--- config.mk ---
export PLATFORM = sky130hd
export DESIGN_NAME = exp_ascii_fmt
export DESIGN_NICKNAME = d
export VERILOG_FILES = /design/src/rtl/exp_ascii_fmt.sv
export SDC_FILE = /design/constraint.sdc
export NUM_CORES = 1
export LEC_CHECK = 0
export CAP_MARGIN = 20
export CORE_MARGIN = 2
export CORE_UTILIZATION = 53
export CTS_BUF_LIST = sky130_fd_sc_hd__clkbuf_16
export CTS_CLUSTER_DIAMETER = 100
export DETAILED_ROUTE_END_ITERATION = 8
export MAX_ROUTING_LAYER = met4
export PLACE_DENSITY = 0.89
export SLEW_MARGIN = 40
export SYNTH_ARGS = -nofsm -noshare
export SYNTH_HDL_FRONTEND = slang
export SYNTH_SLANG_ARGS = --single-unit
--- constraint.sdc ---
create_clock -name clk -period 2 [get_ports clk]
set_clock_uncertainty 0.2 [all_clocks]
set_input_delay 0.2 -clock clk [delete_from_list [all_inputs] [get_ports clk]]
set_output_delay 0.2 -clock clk [all_outputs]
set_load 0.01 [all_outputs]
--- src/rtl/exp_ascii_fmt.sv ---
// exp_ascii_fmt
// Formats a signed exponent (ASCII sign + 8-bit magnitude) as an ASCII
// character stream such as "E+127". The magnitude is converted to BCD with
// an 8-cycle shift-add-3 loop, then streamed one character per handshake.
//
// Ports:
//   clk, rst             clock, synchronous active-high reset
//   in_valid/in_ready    exponent input handshake
//   exp_sign             ASCII sign character, passed through untouched
//   exp_mag              unsigned magnitude 0..255
//   out_valid/out_ready  character output handshake
//   out_char             ASCII character
//   out_last             marks the units digit, the final character
module exp_ascii_fmt #(
  parameter logic [7:0] PREFIX_CHAR    = 8'h45,
  parameter bit         SUPPRESS_ZEROS = 1'b1
) (
  input  logic       clk,
  input  logic       rst,
  input  logic       in_valid,
  output logic       in_ready,
  input  logic [7:0] exp_sign,
  input  logic [7:0] exp_mag,
  output logic       out_valid,
  input  logic       out_ready,
  output logic [7:0] out_char,
  output logic       out_last
);

  // state | meaning
  // IDLE  | waiting for an exponent
  // CONV  | 8 shift-add-3 iterations on {bcd, mag}
  // EMIT  | streaming prefix, sign and digits
  typedef enum logic [1:0] {IDLE, CONV, EMIT} state_t;
  typedef enum logic [2:0] {
    IDX_PREFIX, IDX_SIGN, IDX_HUND, IDX_TENS, IDX_UNITS
  } idx_t;

  state_t      state, state_d;
  idx_t        idx_q, idx_next;
  logic [7:0]  sign_q;
  logic [7:0]  mag_q;
  logic [11:0] bcd_q;
  logic [11:0] bcd_adj;
  logic [3:0]  cnt_q;
  logic [3:0]  hund, tens, units;

  assign hund  = bcd_q[11:8];
  assign tens  = bcd_q[7:4];
  assign units = bcd_q[3:0];

  // Pre-shift correction: any nibble >= 5 would exceed 9 after doubling.
  always_comb begin
    bcd_adj = bcd_q;
    for (int i = 0; i < 3; i++) begin
      if (bcd_q[i*4 +: 4] >= 4'd5)
        bcd_adj[i*4 +: 4] = bcd_q[i*4 +: 4] + 4'd3;
    end
  end

  // Suppressed leading zeros are skipped directly from the sign character,
  // so they cost no cycles. Once a digit is emitted, later zeros are kept.
  always_comb begin
    idx_next = IDX_PREFIX;
    case (idx_q)
      IDX_PREFIX: idx_next = IDX_SIGN;
      IDX_SIGN: begin
        if (SUPPRESS_ZEROS && hund == 4'd0)
          idx_next = (tens == 4'd0) ? IDX_UNITS : IDX_TENS;
        else
          idx_next = IDX_HUND;
      end
      IDX_HUND:  idx_next = IDX_TENS;
      IDX_TENS:  idx_next = IDX_UNITS;
      default:   idx_next = IDX_PREFIX;
    endcase
  end

  always_comb begin
    state_d   = state;
    in_ready  = 1'b0;
    out_valid = 1'b0;
    out_char  = 8'h00;
    out_last  = 1'b0;
    case (state)
      IDLE: begin
        in_ready = 1'b1;
        if (in_valid) state_d = CONV;
      end
      CONV: begin
        if (cnt_q == 4'd1) state_d = EMIT;
      end
      EMIT: begin
        out_valid = 1'b1;
        case (idx_q)
          IDX_PREFIX: out_char = PREFIX_CHAR;
          IDX_SIGN:   out_char = sign_q;
          IDX_HUND:   out_char = {4'h3, hund};
          IDX_TENS:   out_char = {4'h3, tens};
          default: begin
            out_char = {4'h3, units};
            out_last = 1'b1;
          end
        endcase
        if (out_ready && out_last) state_d = IDLE;
      end
      default: state_d = IDLE;
    endcase
  end

  always_ff @(posedge clk) begin
    if (rst) begin
      state  <= IDLE;
      idx_q  <= IDX_PREFIX;
      sign_q <= 8'h00;
      mag_q  <= 8'h00;
      bcd_q  <= 12'h000;
      cnt_q  <= 4'd0;
    end else begin
      state <= state_d;
      case (state)
        IDLE: begin
          if (in_valid) begin
            sign_q <= exp_sign;
            mag_q  <= exp_mag;
            bcd_q  <= 12'h000;
            cnt_q  <= 4'd8;
          end
        end
        CONV: begin
          bcd_q <= {bcd_adj[10:0], mag_q[7]};
          mag_q <= {mag_q[6:0], 1'b0};
          cnt_q <= cnt_q - 4'd1;
          idx_q <= IDX_PREFIX;
        end
        EMIT: begin
          if (out_ready) idx_q <= idx_next;
        end
        default: ;
      endcase
    end
  end

endmodule

======== Word-level counts from Yosys, hierarchy flattened ========
Index checks and enable logic that the tools add are counted.
word-level totals
  bits in registers ....................... 37
  bits in latches ......................... 0
  bits in writable memories ............... 0
  ROM bits ................................ 0
  input bits .............................. 20
  output and inout bits ................... 11
  word-level logic and storage cells ...... 60
  memories kept ........................... 0
operators by class
  $add $sub $neg .......................... 4
  $mul .................................... 0
  div/mod/pow operators ................... 0
  $lt $le $gt $ge ......................... 3
  equality and inequality tests ........... 10
  shift-type cells ........................ 0
  mux-type cells .......................... 25
  bitwise operators ....................... 0
  reductions and logical operators ........ 12
operator list
  kind                                                                   number
  8-bit one-hot mux with 4 select lines                                  1
  12-bit one-hot mux with 2 select lines                                 1
  8-bit 2-to-1 mux                                                       2
  8-bit one-hot mux with 2 select lines                                  1
  4-bit by 3-bit >= comparator with 1-bit output, second input constant  3
  12-bit 2-to-1 mux                                                      1
  3-bit 2-to-1 mux                                                       4
  4-bit 2-to-1 mux                                                       3
  3-bit one-hot mux with 4 select lines                                  1
  4-bit by 2-bit adder with 4-bit output, second input constant          2
  4-bit zero test                                                        2
  2-bit inequality test, second input constant                           4
  4-bit one-hot mux with 2 select lines                                  1
  3-bit by 2-bit equality test with 1-bit output, second input constant  2
  2-bit 2-to-1 mux                                                       3
  2-bit one-hot mux with 3 select lines                                  1
  3-bit one-hot mux with 2 select lines                                  1
  2-bit AND reduction                                                    3
  1-bit 2-to-1 mux                                                       5
  4-bit by 1-bit equality test with 1-bit output, second input constant  1
  2-bit nonzero test                                                     2
  4-bit OR reduction                                                     1
  4-bit by 1-bit subtractor with 4-bit output, second input constant     1
  3-bit by 2-bit adder with 3-bit output, second input constant          1
  7 further kinds                                                        7

======== Logic depth before layout (Yosys ltp) ========
  depth in word-level cells ............... 7
  depth in mapped cells ................... 6
  gate-level depth less buffers ........... 6

======== Worst setup path before layout ========
Ideal clock, no wire load.
  path type ............................... register to register
  start point ............................. reg bcd_q[1]
  end point ............................... reg bcd_q[2]
  setup time .............................. 0.117 ns
  arrival ................................. 1.247 ns
  setup slack ............................. 0.436 ns
  cell stages (with the launch flop) ...... 7
  path buffers ............................ 0
  cells stage by stage .................... dfxtp_1 > inv_1 > ha_1 > nand2b_1 > a21oi_1 > mux2i_1 > a22o_1
on the way
  word-level cells in the longest chain between the ends .. 3
ends and longest elaborated chain
  item                                                                                                      RTL line  source
  from (decl)                                                                                               43        logic [11:0] bcd_q;
  from (signal assigned)                                                                                    131       bcd_q <= {bcd_adj[10:0], mag_q[7]};
  4-bit by 2-bit adder with 4-bit output or 4-bit by 3-bit >= comparator with 1-bit output (tied branches)  57, 56
  4-bit 2-to-1 mux (*)                                                                                      56        if (bcd_q[i*4 +: 4] >= 4'd5)
  12-bit one-hot mux with 2 select lines (*)                                                                121       case (state)
Mark *: on every way between the ends. The rest lies on a longest branch, timed or not.
A chain may end at the register's enable or synchronous reset.

======== Final worst setup path ========
  start point ............................. reg state[1]
  end point ............................... out in_ready
on the way
  word-level cells in the longest chain between the ends .. 2
ends and longest elaborated chain
  item                    RTL line  source
  from (decl)             39        state_t state, state_d;
  from (signal assigned)  120       state <= state_d;
  2-bit zero test         85        case (state)
  1-bit 2-to-1 mux        85
  to (decl)               21        output logic in_ready,
Every way passes these cells.

==> results.txt <==
CTS tree: done
sequential area share after synthesis: 36.9%
Worst Tran Pin Value: 513 ps
most frequent cell after synthesis: nor2_1
status: finished clean
IO buf count: 30
GRT Total Usage: 27.6%
Post-synth top cells: 39 x nor2_1, 37 x dfxtp_1, 34 x a21oi_1
grt ovf: 0
final cell count without fillers: 350
LEAKAGE: 0.00109 uW
pwr dens: 705 mW/mm2
crit-path leading delay family: buffers and inverters
Synth Cell Area: 0.00201 mm2
DP Wirelength: 3710 um
largest net degree at the start of global routing: 22
Root Buffer: clkbuf_16
Reg2Reg Setup Slack: 250 ps
Yosys top cell by area: dfxtp_1
Max Clock Freq: 515 MHz
fraction of layout instances using a drive strength above 1: 11.9%
share of the synthesized area in the top cell type: 36.9%
distinct cell type count after synthesis: 39
Fin Setup TNS: 0 ps
vias in the first global route: 1,930
Final Util: 70.8%
Setup Buffers After CTS: 0
Critical-path top delay cell: clkdlybuf4s50_1
largest stage delay on the critical path: 570 ps
Fill cells: 275
switch share: 26.1%
HP Start: exp_sign[0]
worst r2r src: bcd_q[4]$_SDFFE_PP0P_
drt pass-1 iters: 4
clock latency on the worst-skew pair: 280 ps
pre-CTS setup slack: -38.3 ps
Max Root-Sink Buffers: 2
ranking of synthesized cells by area: dfxtp_1 37%, a21oi_1 8.5%, nor2_1 7.3%
WS Path Type: register to output port
CP Launch Type: register
Mapped Cells: 260
# nets final: 331
CP Depth: 3
CP cell instances: buf_4 -> nor2_2 -> clkdlybuf4s50_1
Via density: 5.73
worst path bufs/invs: 2
flops & latches, synth: 37
hold path depth: 3
HP Class: input port to register
WP data required: 1600 ps
ANT nets after route: 0
register area: 749 um2
row count: 22
Post-Place Cells: 342
Clock Power Share: 41.3%
internal power: 1350 uW
post-DR wirelength/cell: 15.1 um
Antenna diodes: 0
total power: 1830 uW
syn_area_per_cell: 7.72 um2
Tmin final: 1940 ps
die height: 65.6 um
routed vias: 2,006
final wirelength: 5270 um
drt drc: 0
area of the multi-input gates: 0.00115 mm2
Endpoint, Worst Hold: sign_q[0]$_SDFFE_PP0P_
WP data arrival: 1540 ps
fin. max-slew vios: 0
period utilization: 97.2%
RSZ-0062 raised after global routing: true
Setup-failing EPs final: 0
CTS Sinks: 37
initial antenna violation count: 0
area grow syn2layout: 29.0%
gp weighted congestion: 0.872
final hold violations: 0
I/O pin count: 31
reg2reg end: idx_q[2]$_SDFFE_PP0P_
Post-synth top flop: dfxtp_1
Crit. End Element: output port
die width: 65.6 um
max cap viols: 0
syn nets: 290
clock-pin transition on the worst setup and hold timing paths: 60 ps
GR Util met1: 33.6%
Core Area: 0.00366 mm2
maximum vdd drop: 0.000423 V
switching power: 477 uW
Starting Density: 54.9%
met3 routing resource usage after global routing: 5.31%
Initial DRC Count: 135
total number of H-tree levels: 2
Yosys Warn Count: 0
area of the die: 0.00430 mm2
EDFF count, synth: 0
total CTS buffers: 5
global routing's busiest layer: met2
global-route wire length before repair: 8850 um
Post-synth ARST share: 0%
Critical Path Fanout Max: 15
met2 Use GR: 45.9%
Flop pwr share: 44.0%
Gate power share: 14.6%
Setup WS post-layout: 56.6 ps
relative slew slack: 65.7%
R2R cell count: 6
[power groups by stage]
stage	sequential (uW)	clock [uW]	combinational, uW
floorplan	813	0	164
global placement	819	0	251
detailed placement	821	0	261
CTS	804	757	265
global route	808	793	295
finish	804	755	267
[cell families after synthesis]
family / count (synthesis) / share of synthesized area [%]
and+or+nand+nor: 111 / 26.6
AOI/OAI and AO/OA: 62 / 18.8
DFF: 37 / 36.9
buffers and inverters: 29 / 6.17
adders and majority gates: 10 / 6.23
muxes: 7 / 3.55
xor gates and xnor gates: 4 / 1.74
[area by class of cell]
type                       instances  area share [%]
clock inverter                     3           0.531
inverter                          13            1.88
clock buffer                       5            4.83
tap                               48            2.32
timing repair buffer              50            17.3
multi-input combinational        194            44.2
sequential                        37            28.9
[per-stage QoR]
stage | area [um2] | hold slack [ps]
CTS | 2580 | 263
detailed placement | 2440 | 249
floorplan | 2010 | 136
finish | 2590 | 266
global placement | 2440 | 241
global route | 2590 | 293
[worst reg2reg max path, stage by stage, from the launching register on]
cell     delay (ps)
dfxtp_1         320
buf_4           150
inv_1            80
ha_1            150
nor3b_1         370
a21oi_1         130
o41ai_1         240
[sequential cells by signal, summed over array words and instances, names as in the netlist]
name	count
cnt_q	4
state	2
bcd_q	12
idx_q	3
sign_q	8
mag_q	8
[metal layers]
metal  wire [um]  part of all wire (%)
met1        2240                    42
met2        2670                    51
met5           0                     0
met4          67                   1.3
met3         301                   5.7
[how the worst max path moves through the flow]
stage                     startpoint                    end  slack, ps
6_report       state[1]$_SDFFE_PP0P_               in_ready         60
5_1_grt        idx_q[1]$_SDFFE_PP0P_            out_char[1]         -9
3_3_place_gp   idx_q[1]$_SDFFE_PP0P_            out_char[3]        -20
3_5_place_dp   idx_q[1]$_SDFFE_PP0P_            out_char[3]        -40
4_1_cts        idx_q[0]$_SDFFE_PP0P_            out_char[4]          4
2_1_floorplan  bcd_q[1]$_SDFFE_PP0P_  bcd_q[2]$_SDFFE_PP0P_        440
[timing repair]
| action | in CTS | in global routing |
|---|---|---|
| hold buffers | 0 | 0 |
| setup endpoints to repair | 9 | 3 |
| resized for setup | 12 | 4 |
[cell usage in the layout, fill, tap and decap left out, drive strengths merged, types with 3 or more instances in the layout]
| cell | instances |
|---|---|
| nor3 | 10 |
| inv | 14 |
| nand3 | 7 |
| dlygate4sd2 | 6 |
| a22o | 7 |
| clkbuf | 5 |
| ha | 10 |
| dfxtp | 37 |
| nor3b | 5 |
| mux2i | 6 |
| xnor2 | 3 |
| nand2 | 25 |
| nor2b | 7 |
| nand2b | 5 |
| clkdlybuf4s50 | 21 |
| a211oi | 5 |
| buf | 20 |
| o21ai | 6 |
| nor2 | 42 |
| a21oi | 34 |
Power figures use the tool's default switching activity.
